==> src/rtl/dp_issue_ctrl.sv <==
// ============================================================================
//  Module   : dp_issue_ctrl
//  Purpose  : Issue/commit controller for ARM data-processing instructions.
//             Accepts a decoded instruction, evaluates its condition against
//             the stored NZCV flags, drives the ALU, waits ALU_LAT cycles and
//             commits the register writeback and flag update.
//  Options  : FLAG_LOAD_EN - adds an MSR-style flag write (flag_ld,
//             flag_ld_val), honoured only while idle.
//  Revision : 1.0 - initial release
// ============================================================================
`default_nettype none

module dp_issue_ctrl #(
  parameter int ALU_LAT = 1,   // ALU settling cycles, legal 1..15
  parameter int REG_AW  = 4    // register-file address width
) (
  input  logic              clk,
  input  logic              rst_n,
`ifdef FLAG_LOAD_EN
  input  logic              flag_ld,
  input  logic [3:0]        flag_ld_val,
`endif
  input  logic              in_valid,
  output logic              in_ready,
  input  logic [3:0]        in_cond,
  input  logic [3:0]        in_opcode,
  input  logic              in_s,
  input  logic [REG_AW-1:0] in_rd,
  input  logic [31:0]       in_rn_val,
  input  logic [31:0]       in_shift_op,
  input  logic              in_shift_c,
  output logic [3:0]        fn,
  output logic [31:0]       left_op,
  output logic [31:0]       right_op,
  output logic              cin,
  input  logic [31:0]       alu_output,
  input  logic              alu_n,
  input  logic              alu_z,
  input  logic              alu_c,
  input  logic              alu_v,
  output logic              wb_en,
  output logic [REG_AW-1:0] wb_addr,
  output logic [31:0]       wb_data,
  output logic [3:0]        flags,
  output logic              busy
);

  typedef enum logic [1:0] {
    S_IDLE   = 2'd0,
    S_EVAL   = 2'd1,
    S_WAIT   = 2'd2,
    S_COMMIT = 2'd3
  } state_t;

  localparam logic [3:0] c_alu_lat = 4'(ALU_LAT);

  state_t              r_state;
  logic [3:0]          r_cnt;
  logic [3:0]          r_cond;
  logic [3:0]          r_opcode;
  logic                r_s;
  logic [REG_AW-1:0]   r_rd;
  logic [31:0]         r_rn_val;
  logic [31:0]         r_shift_op;
  logic                r_shift_c;

  logic w_n, w_z, w_c, w_v;
  logic w_cond_pass;
  logic w_is_cmp;
  logic w_is_arith;
  logic w_is_sub;
  logic w_set_flags;

  assign w_n = flags[3];
  assign w_z = flags[2];
  assign w_c = flags[1];
  assign w_v = flags[0];

  assign in_ready = (r_state == S_IDLE);
  assign busy     = (r_state != S_IDLE);

  // Condition-field evaluation against the currently stored flags
  always_comb begin
    w_cond_pass = 1'b0;
    case (r_cond)
      4'h0:    w_cond_pass = w_z;
      4'h1:    w_cond_pass = ~w_z;
      4'h2:    w_cond_pass = w_c;
      4'h3:    w_cond_pass = ~w_c;
      4'h4:    w_cond_pass = w_n;
      4'h5:    w_cond_pass = ~w_n;
      4'h6:    w_cond_pass = w_v;
      4'h7:    w_cond_pass = ~w_v;
      4'h8:    w_cond_pass = w_c & ~w_z;
      4'h9:    w_cond_pass = ~w_c | w_z;
      4'hA:    w_cond_pass = (w_n == w_v);
      4'hB:    w_cond_pass = (w_n != w_v);
      4'hC:    w_cond_pass = ~w_z & (w_n == w_v);
      4'hD:    w_cond_pass = w_z | (w_n != w_v);
      4'hE:    w_cond_pass = 1'b1;
      default: w_cond_pass = 1'b0;
    endcase
  end

  // Opcode classification: compares never write back; the subtract class
  // reports borrow from the ALU, which ARM stores inverted as carry
  always_comb begin
    w_is_cmp    = (r_opcode[3:2] == 2'b10);
    w_is_arith  = (r_opcode inside {[4'h2:4'h7], 4'hA, 4'hB});
    w_is_sub    = (r_opcode inside {4'h2, 4'h3, 4'h6, 4'h7, 4'hA});
    w_set_flags = r_s | w_is_cmp;
  end

  // Issue/commit state machine with registered ALU drive, writeback and flags
  always_ff @(posedge clk or negedge rst_n) begin
    if (!rst_n) begin
      r_state    <= S_IDLE;
      r_cnt      <= 4'd0;
      r_cond     <= 4'd0;
      r_opcode   <= 4'd0;
      r_s        <= 1'b0;
      r_rd       <= '0;
      r_rn_val   <= 32'd0;
      r_shift_op <= 32'd0;
      r_shift_c  <= 1'b0;
      fn         <= 4'd0;
      left_op    <= 32'd0;
      right_op   <= 32'd0;
      cin        <= 1'b0;
      wb_en      <= 1'b0;
      wb_addr    <= '0;
      wb_data    <= 32'd0;
      flags      <= 4'd0;
    end else begin
      wb_en <= 1'b0;
      case (r_state)
        S_IDLE: begin
`ifdef FLAG_LOAD_EN
          if (flag_ld) begin
            flags <= flag_ld_val;
          end
`endif
          if (in_valid) begin
            r_cond     <= in_cond;
            r_opcode   <= in_opcode;
            r_s        <= in_s;
            r_rd       <= in_rd;
            r_rn_val   <= in_rn_val;
            r_shift_op <= in_shift_op;
            r_shift_c  <= in_shift_c;
            r_state    <= S_EVAL;
          end
        end
        S_EVAL: begin
          if (w_cond_pass) begin
            fn       <= r_opcode;
            left_op  <= r_rn_val;
            right_op <= r_shift_op;
            cin      <= w_c;
            r_cnt    <= c_alu_lat;
            r_state  <= S_WAIT;
          end else begin
            r_state  <= S_IDLE;
          end
        end
        S_WAIT: begin
          r_cnt <= r_cnt - 4'd1;
          // The ALU result has been stable for ALU_LAT cycles on the last
          // WAIT edge, so the writeback is captured there and the strobe is
          // high for exactly the COMMIT cycle.
          if (r_cnt == 4'd1) begin
            r_state <= S_COMMIT;
            if (!w_is_cmp) begin
              wb_en   <= 1'b1;
              wb_addr <= r_rd;
              wb_data <= alu_output;
            end
          end
        end
        S_COMMIT: begin
          if (w_set_flags) begin
            flags[3] <= alu_n;
            flags[2] <= alu_z;
            if (w_is_arith) begin
              flags[1] <= w_is_sub ? ~alu_c : alu_c;
              flags[0] <= alu_v;
            end else begin
              flags[1] <= r_shift_c;
            end
          end
          r_state <= S_IDLE;
        end
        default: r_state <= S_IDLE;
      endcase
    end
  end

endmodule

`default_nettype wire

==> config.mk <==
export PLATFORM = sky130hd
export DESIGN_NAME = dp_issue_ctrl
export DESIGN_NICKNAME = d
export VERILOG_FILES = /design/src/rtl/dp_issue_ctrl.sv
export SDC_FILE = /design/constraint.sdc
export NUM_CORES = 1
export LEC_CHECK = 0
export BUFFER_PORTS_ARGS = -buffer_cell sky130_fd_sc_hd__clkbuf_2
export CAP_MARGIN = 20
export CORE_AREA = 8 8 194 196
export CTS_CLUSTER_SIZE = 25
export DETAILED_ROUTE_END_ITERATION = 12
export DIE_AREA = 0 0 202 204
export SYNTH_ARGS = -nofsm -noshare
export SYNTH_HDL_FRONTEND = slang
export SYNTH_SLANG_ARGS = --single-unit
==> constraint.sdc <==
create_clock -name clk -period 5.66 [get_ports clk]
set_input_delay 0.566 -clock clk [delete_from_list [all_inputs] [get_ports clk]]
set_output_delay 0.566 -clock clk [all_outputs]
set_load 0.03 [all_outputs]
==> results.yml <==
outcome:
  status: "finished, final reports clean"
setup_path:
  worstSetupPathType: "flop to flop"
  cpPeakStageDelay_ns: 0.60
  cp.required_ns: 5.98
  worst_setup_path_end_kind: "flop"
  critPathMaxFanout: 41
  slowest_stage: "buf_4"
  worstSetupStartpointType: "flop"
  critPathArrivalTime_ns: 2.87
  worstPathCellList: "nor4bb_1 -> mux2i_1 -> nand3_1 -> a31oi_1 -> a21oi_4 -> buf_4 -> mux2_2"
  r2r_slack_ns: 3.11
die:
  core_area_mm2: 0.0348
  start_util_pct: 22.5
  num_rows: 69
  die_w_um: 202
  die_area_mm2: 0.0412
  die_y_um: 204
  io-pin-count: 229
detailed_routing:
  drtPass1Iterations: 4
  via_per_inst: 3.95
  drc_errors: 0
  vias: 4667
  drt_iter0_markers: 174
  wirelength_um: 18000
  antenna_left: 0
  avgRoutedWirePerCell_um: 15.2
cts:
  cts-htree-levels: 4
  clk_pin_slew_ns: 0.07
  postCtsSetupBuffers: 0
  cts_tree: "yes"
  clock_path_buffers: 2
  cts-resized-gates: 0
  cts_buffers: 17
  clock_latency_ns: 0.44
  clockRootBuffer: "clkbuf_16"
  clock_sinks: 194
  ctsHoldBuffers: 0
power:
  p_leak_nw: 4.66
  power_density_mw_per_mm2: 675
  ir_drop_mv: 0.327
  power_w: 0.00671
worst_hold_path:
  min_path_type: "primary input to asynchronous set/reset pin"
synth:
  syn_area_per_cell_um2: 16.2
  synth_enable_flop_cells: 0
  ys_seq_area_share_pct: 62.1
  yosysUniqueCellTypes: 39
  synth_xor_area_share_pct: 0.448
  yosysWarningCount: 0
  synthArstFlopShare_pct: 100
  synth_top_area_share_pct: 62.1
  netlist_instances: 483
  synth_area_leaders: "dfrtp_1 62%, mux2_2 18%, mux2_4 11%"
  ys_ff_latch: 194
  syn_nets: 602
  ys.flop_type: "dfrtp_1"
  syn_area_mm2: 0.00782
  synth_mux_area_share_pct: 29.4
  synth-compound-area-share_pct: 1.95
  synthAdderAreaFrac_pct: 0.320
  synth_top_family_by_area: "multiplexers"
  yosys.area_share.simple_pct: 2.75
  synth_top_area_cell: "dfrtp_1"
global_routing:
  gr-total-overflow: 0
  grt_max_degree: 101
  first_global_vias: 4987
  track_usage_pct: 8.80
  grt_pass1_wl_um: 28500
  antenna_found_initial: 0
sta:
  fin_tns_setup_ns: 0
  worst_pin_slew_ns: 1.01
  setup_violations: 0
  hold_violations: 0
  slew_headroom_pct: 32.8
  fmax_mhz: 393
  skew_ns: 0.0133
  min_period_ns: 2.55
  period_share_pct: 45.0
  slew_violations: 0
  rsz0062_at_grt: "no"
finish:
  syn_to_final_growth_pct: 27.2
  final_area_mm2: 0.00995
  utilization_pct: 28.6
  nFillCells: 3579
  nNetsFinal: 828
  antenna_cells: 0
  drive_gt1_share_pct: 62.3
run:
  drv_cap: 0
placed_design:
  port-buffer-count: 228
  hpwl_um: 12900
  gp_congestion: 0.681
  place_area_mm2: 0.00939
## cell families after synthesis
group                    after synthesis
multiplexers                         186
AND/OR/NAND/NOR                       42
XOR/XNOR                               4
AO/OA/AOI/OAI                         23
flip-flops                           194
adder cells (fa/ha/maj)                2
buffers and inverters                 32
## area by class of cell
class / instances / area [um2] / area share (%)
Sequential cell: 194 / 4850 / 48.8
Multi-Input combinational cell: 257 / 2740 / 27.5
Timing Repair Buffer: 232 / 1190 / 12.0
Tap cell: 461 / 577 / 5.79
Clock buffer: 18 / 429 / 4.31
Clock inverter: 14 / 140 / 1.41
Inverter: 7 / 26.3 / 0.264
## cells in the mapped netlist, types with 3 or more instances
library cell,number
clkbuf_1,3
inv_1,7
mux2i_1,3
o22ai_1,3
buf_2,13
a21oi_1,4
mux2_2,128
nor2_1,10
buf_12,5
nand3b_1,3
nand3_1,3
nand2_1,13
mux2_4,55
dfrtp_1,194
o21ai_0,6
## routing by layer
layer / vias to the layer above / wire length [um] / global-route usage (%) / share of wire (%)
met3: 13 / 1050 / 3.39 / 5.8
met5: - / 0 / 0 / 0
met2: 107 / 8910 / 14.4 / 49
li1: 2151 / - / - / -
met1: 2396 / 7810 / 10.5 / 43
met4: 0 / 245 / 2.97 / 1.4
## final timing paths
path / startpoint / endpoint / depth (start not counted)
max in group asynchronous: rst_n / flags[1] / 2
min in group clk: in_rn_val[7] / r_rn_val[7] / 2
max: r_cond[2] / right_op[2] / 7
max reg2reg: r_cond[2] / right_op[2] / 7
min: rst_n / right_op[30] / 1
min reg2reg: r_rn_val[14] / left_op[14] / 1
## worst max-delay path: cells and delay by family (launching register included)
family / cells / cell delay [ns]
multiplexers: 2 / 0.52
flip-flops: 1 / 0.56
buffers and inverters: 1 / 0.60
AO/OA/AOI/OAI: 2 / 0.31
AND/OR/NAND/NOR: 2 / 0.41
## state kept, by name, summed over array words and instances, names as in the netlist, named ones only
| signal | count |
|---|---|
| wb_en | 1 |
| wb_addr | 4 |
| r_s | 1 |
| fn | 4 |
| r_opcode | 4 |
| right_op | 32 |
| wb_data | 32 |
| left_op | 32 |
| cin | 1 |
| r_rd | 4 |
| r_shift_c | 1 |
| flags | 4 |
| r_rn_val | 32 |
| r_shift_op | 32 |
| r_state | 1 |
| r_cond | 4 |
| r_cnt | 4 |
## power by group
part	total [W]	switching (W)	internal (W)	leakage, nW
clock	0.00118	0.000592	0.000589	0.278
sequential	0.00255	0.000448	0.00210	2.30
combinational	0.00298	0.00163	0.00135	2.08
## cells in the final DEF, fill, tap and decap left out, drive strengths merged, types with 2 or more instances in the layout
| cell type | n |
|---|---|
| clkbuf | 246 |
| dfrtp | 194 |
| mux2 | 183 |
| inv | 17 |
| nand2 | 13 |
| nor2 | 10 |
| o21ai | 6 |
| a21oi | 5 |
| buf | 4 |
| nand3b | 3 |
| mux2i | 3 |
| o22ai | 3 |
| nand3 | 3 |
| clkinv | 3 |
| nand2b | 2 |
| xor2 | 2 |
| nor3b | 2 |
| nor4bb | 2 |
| xnor2 | 2 |
| a31oi | 2 |
| ha | 2 |
| or2 | 2 |
## through the flow
stage,std cells,worst slack (ns),hold WS (ns)
2_1_floorplan,483,3.56,0.270
3_3_place_gp,1151,3.12,0.484
3_5_place_dp,1151,3.10,0.488
4_1_cts,1183,3.10,0.200
5_1_grt,1183,2.92,0.239
6_report,1183,3.11,0.183
(Power assumes the default switching activity.)
